[src/rtl/serpent_lt_fwd_pipe.sv]
`default_nettype none
// ============================================================================
// Module   : serpent_lt_fwd_pipe
// Brief    : Serpent forward linear transform, 1- or 2-stage valid/ready pipe.
// Revision : 1.0
// ============================================================================
module serpent_lt_fwd_pipe #(
  parameter bit TWO_STAGE = 1'b1
) (
  input  logic         i_clk,
  input  logic         i_rst,
  input  logic         i_valid,
  output logic         o_ready,
  input  logic [127:0] i_data,
  output logic         o_valid,
  input  logic         i_ready,
  output logic [127:0] o_data,
  output logic         o_busy
);

  function automatic logic [31:0] rotl(input logic [31:0] x, input int unsigned n);
    rotl = (x << n) | (x >> (32 - n));
  endfunction

  function automatic logic [127:0] lt_a(input logic [127:0] d);
    logic [31:0] x0, x1, x2, x3;
    x0 = rotl(d[127:96], 13);
    x2 = rotl(d[63:32], 3);
    x1 = d[95:64] ^ x0 ^ x2;
    x3 = d[31:0] ^ x2 ^ (x0 << 3);
    x1 = rotl(x1, 1);
    x3 = rotl(x3, 7);
    lt_a = {x0, x1, x2, x3};
  endfunction

  function automatic logic [127:0] lt_b(input logic [127:0] d);
    logic [31:0] x0, x1, x2, x3;
    x1 = d[95:64];
    x3 = d[31:0];
    x0 = d[127:96] ^ x1 ^ x3;
    x2 = d[63:32] ^ x3 ^ (x1 << 7);
    x0 = rotl(x0, 5);
    x2 = rotl(x2, 22);
    lt_b = {x0, x1, x2, x3};
  endfunction

  logic         first_ld;
  logic         last_v;
  logic [127:0] last_d;
  logic         any_v;

  generate
    if (TWO_STAGE) begin : g_two
      logic         v1_q, v1_d, v2_q, v2_d;
      logic [127:0] d1_q, d1_d, d2_q, d2_d;
      logic         ld1, ld2;

      // Stage 2 frees up when drained; stage 1 whenever stage 2 advances.
      always_comb begin
        ld2  = !v2_q || i_ready;
        ld1  = !v1_q || ld2;
        v1_d = v1_q;
        d1_d = d1_q;
        v2_d = v2_q;
        d2_d = d2_q;
        if (ld1) begin
          v1_d = i_valid;
          if (i_valid) d1_d = lt_a(i_data);
        end
        if (ld2) begin
          v2_d = v1_q;
          if (v1_q) d2_d = lt_b(d1_q);
        end
      end

      always_ff @(posedge i_clk) begin
        if (i_rst) begin
          v1_q <= 1'b0;
          v2_q <= 1'b0;
        end else begin
          v1_q <= v1_d;
          v2_q <= v2_d;
        end
        d1_q <= d1_d;
        d2_q <= d2_d;
      end

      assign first_ld = ld1;
      assign last_v   = v2_q;
      assign last_d   = d2_q;
      assign any_v    = v1_q | v2_q;
    end else begin : g_one
      logic         v_q, v_d;
      logic [127:0] d_q, d_d;
      logic         ld;

      always_comb begin
        ld  = !v_q || i_ready;
        v_d = v_q;
        d_d = d_q;
        if (ld) begin
          v_d = i_valid;
          if (i_valid) d_d = lt_b(lt_a(i_data));
        end
      end

      always_ff @(posedge i_clk) begin
        if (i_rst) begin
          v_q <= 1'b0;
        end else begin
          v_q <= v_d;
        end
        d_q <= d_d;
      end

      assign first_ld = ld;
      assign last_v   = v_q;
      assign last_d   = d_q;
      assign any_v    = v_q;
    end
  endgenerate

  // Outputs are masked during reset so no partial transfer can be observed.
  assign o_ready = !i_rst && first_ld;
  assign o_valid = !i_rst && last_v;
  assign o_data  = o_valid ? last_d : 128'd0;
  assign o_busy  = !i_rst && any_v;

endmodule
`default_nettype wire

[config.mk]
export PLATFORM = sky130hd
export DESIGN_NAME = serpent_lt_fwd_pipe
export DESIGN_NICKNAME = d
export VERILOG_FILES = /design/src/rtl/serpent_lt_fwd_pipe.sv
export SDC_FILE = /design/constraint.sdc
export NUM_CORES = 1
export LEC_CHECK = 0
export CAP_MARGIN = 0
export CORE_ASPECT_RATIO = 1.1
export CORE_MARGIN = 3
export CORE_UTILIZATION = 46
export CTS_BUF_LIST = sky130_fd_sc_hd__clkbuf_4
export DETAILED_ROUTE_END_ITERATION = 10
export GPL_TIMING_DRIVEN = 0
export HOLD_SLACK_MARGIN = 0.15
export PLACE_DENSITY = 0.84
export SLEW_MARGIN = 20
export SYNTH_ARGS = -nofsm -noshare
export SYNTH_HDL_FRONTEND = slang
export SYNTH_SLANG_ARGS = --single-unit
[constraint.sdc]
create_clock -name i_clk -period 13.4 [get_ports i_clk]
set_input_delay 2.01 -clock i_clk [delete_from_list [all_inputs] [get_ports i_clk]]
set_output_delay 2.01 -clock i_clk [all_outputs]
set_load 0.02 [all_outputs]
==> results of run 1 <==
[layout make-up]
type | count | area, sq um | area share [%]
flip-flops and latches | 258 | 7727 | 52.04
inverters | 2 | 7.507 | 0.05056
repair buffers | 266 | 2718 | 18.30
clock inverters | 30 | 224.0 | 1.508
well taps | 300 | 375.4 | 2.528
multi-input cells | 384 | 3025 | 20.38
clock buffers | 91 | 683.2 | 4.601
plain buffers | 14 | 82.58 | 0.5562
diodes | 2 | 5.005 | 0.03371
[worst max-delay path, delay by kind of cell]
kind,cells,cell delay (ps)
and+or+nand+nor,2,380
buffers and inverters,4,1680
[through the flow]
step | total power, mW | setup slack [ps] | hold WS [ps] | cell area, sq um | std cells
2_1_floorplan | 1.166 | 7813 | 441.2 | 10840 | 658
3_3_place_gp | 1.280 | 5933 | 455.4 | 13840 | 1220
3_5_place_dp | 1.285 | 7286 | 460.1 | 13940 | 1224
4_1_cts | 2.004 | 7272 | 476.3 | 14840 | 1345
5_1_grt | 2.067 | 7234 | 494.7 | 14850 | 1346
6_report | 1.977 | 7303 | 477.9 | 14850 | 1347
[worst paths after layout]
kind / end / slack [ps] / depth (start not counted)
hold / removal: g_two.d2_q[89] / 480 / 0
hold reg to reg: g_two.d2_q[89] / 480 / 0
setup reg to reg: g_two.d1_q[117] / 11490 / 4
setup / recovery: o_data[61] / 7300 / 6
[cell usage after synthesis]
library cell,n
or2b_1,1
edfxtp_1,256
nor2_1,2
a21oi_1,2
buf_6,2
inv_1,2
nand3b_1,1
nor2b_4,1
clkbuf_2,11
xor2_1,10
dfxtp_1,2
and2_1,130
buf_2,1
xnor2_1,236
nor2b_1,1
[state kept, by name, indices dropped and copies added, names as in the netlist]
register and flops:
g_two.d1_q 128, g_two.d2_q 128, g_two.v1_q 1, g_two.v2_q 1
[power groups by stage]
| stage | clock network (mW) | logic, mW | registers (mW) |
|---|---|---|---|
| 3_5_place_dp | 0 | 0.245 | 1.04 |
| 3_3_place_gp | 0 | 0.235 | 1.04 |
| 4_1_cts | 0.735 | 0.246 | 1.02 |
| 2_1_floorplan | 0 | 0.139 | 1.03 |
| 6_report | 0.712 | 0.243 | 1.02 |
| 5_1_grt | 0.778 | 0.261 | 1.03 |
[cells by family after synthesis]
family                    after synthesis  synth area share [%]
DFF                                   258                 71.30
xor gates and xnor gates              246                 19.88
and+or+nand+nor                       136                 7.897
buffers and inverters                  16                0.8312
AOI/OAI and AO/OA                       2               0.09236
[metal layers]
metal	part of all wire, %	wire length (um)	track usage, %
met1	38	10440	25.22
met2	51	14030	36.77
met3	7.7	2107	5.405
met4	3.1	855	8.483
met5	0.040	11	0
==> metrics.txt, run 1 <==
cell area after synthesis 10840 sq um; post-synthesis net count 790; Die Height 167.0 um; Global Route Usage Sum 21.15%; H-tree depth 3; worst IR drop on VDD 0.06583 mV; leading area contributor after synthesis edfxtp_1; worst slew pin tran 680.9 ps; CTS max path bufs 3; sequential-to-total area share from yosys stat 71.30%; FMAX 164.0 MHz; CP endpoint kind output port; # resized after CTS 0; CTS Hold Bufs 0; status finished clean; Startpoint Class input pin; commonest non-fill, non-tap cell in the layout clkdlybuf4s50_1; cell leakage power 5.004 nW; Synth Area per Inst 16.47 sq um; Sink Count 258; initial antenna violation count 3; Post CTS Setup Buffer Count 0; Yosys warnings 0; Post-DRT Antenna Nets 0; worst clock skew 26.25 ps; # rows 58; setup_tns 0 ps; IO Port Bufs 262; HPWL after DPL 20.10 mm; worst rel slew slack 54.61%; Crit-path slowest cell clkdlybuf4s50_1; layout cell share with drive strength beyond 1 11.58%; clock-pin slew on the worst setup and hold paths 70 ps; NetSw 0.4667 mW; most used cell, CP clkdlybuf4s50_1; largest net degree at the start of global routing 58; number of buffers created by CTS 69; Root Buffer clkbuf_4; DR vias/cell 4.737; die width 152.4 um; Post-Route Utilization 64.54%; Initial Util 47.11%; first-pass GRT wire length 39.38 mm; unrepaired setup endpoints after global routing no; Ports 263; most frequent cells in the layout 262 x clkdlybuf4s50_1, 256 x edfxtp_1, 236 x xnor2_1; Routed wire per std cell 20.38 um; CTS tree done; share of the synthesized area in the top cell type 70.93%; CP Cell Sequence clkdlybuf4s50_1, nor2b_4, buf_6, clkbuf_2, and2_1, clkdlybuf4s50_1; vias in the first global route 6550; min cycle time layout 6097 ps; Tightest Hold Check Type flip-flop to flip-flop; worst path arrival time 4090 ps; nets@finish 1127; Int Power 1.510 mW; Worst R2R Start g_two.v2_q; Cell Pwr Density 133.1 nW/um^2; DR DRC count 0; overall routed net length 27.45 mm; Core Area 23000 sq um; final setup vio count 0; Final Hold Vio Count 0; Area contributors post-synth edfxtp_1 71%, xnor2_1 19%, and2_1 7.5%, xor2_1 0.81%, clkbuf_2 0.51%; fillcell total 1682; synthesis-to-layout area growth 37.00%; drt first-iter violations 363; DRT Pass-1 Iters 5; Max Cap Viol 0; GP Congestion 0.8611; Slew Limit Fails 0; ratio of final minimum period to clock period 45.50%; Clk network pwr share 36.0%; clk_lat worst skew 650 ps; Sw Ratio 23.61%; CP Class input pin to output port; gr ovfl total 0; sequential share of power 51.7%; register bit total from synthesis 258; worst-path maximum fanout 10; vias 6381; Synth Instances 658; hold path start g_two.d1_q[89]; Die Area 25440 sq um; Worst path max stage delay 630 ps; Comb pwr share 12.3%; library cells used by synthesis 15; crit path launch i_rst; Worst Path Required 11390 ps
Power figures use the tool's default switching activity.
==> run 2: changes to the inputs <==
==> constraint.sdc (replaced) <==
create_clock -name i_clk -period 5.8 [get_ports i_clk]
set_input_delay 0.87 -clock i_clk [delete_from_list [all_inputs] [get_ports i_clk]]
set_output_delay 0.87 -clock i_clk [all_outputs]
set_load 0.02 [all_outputs]
==> results of run 2 <==
Same layout as run 1 (identical final DEF). Status: finished clean.
Main changes from that run: setup slack after placement 7286 ps -> 1966 ps; setup slack after layout 7303 ps -> 1983 ps; register-to-register setup slack 11490 ps -> 3890 ps; total power 1.977 mW -> 4.568 mW; worst IR drop on VDD 0.06583 mV -> 0.1521 mV
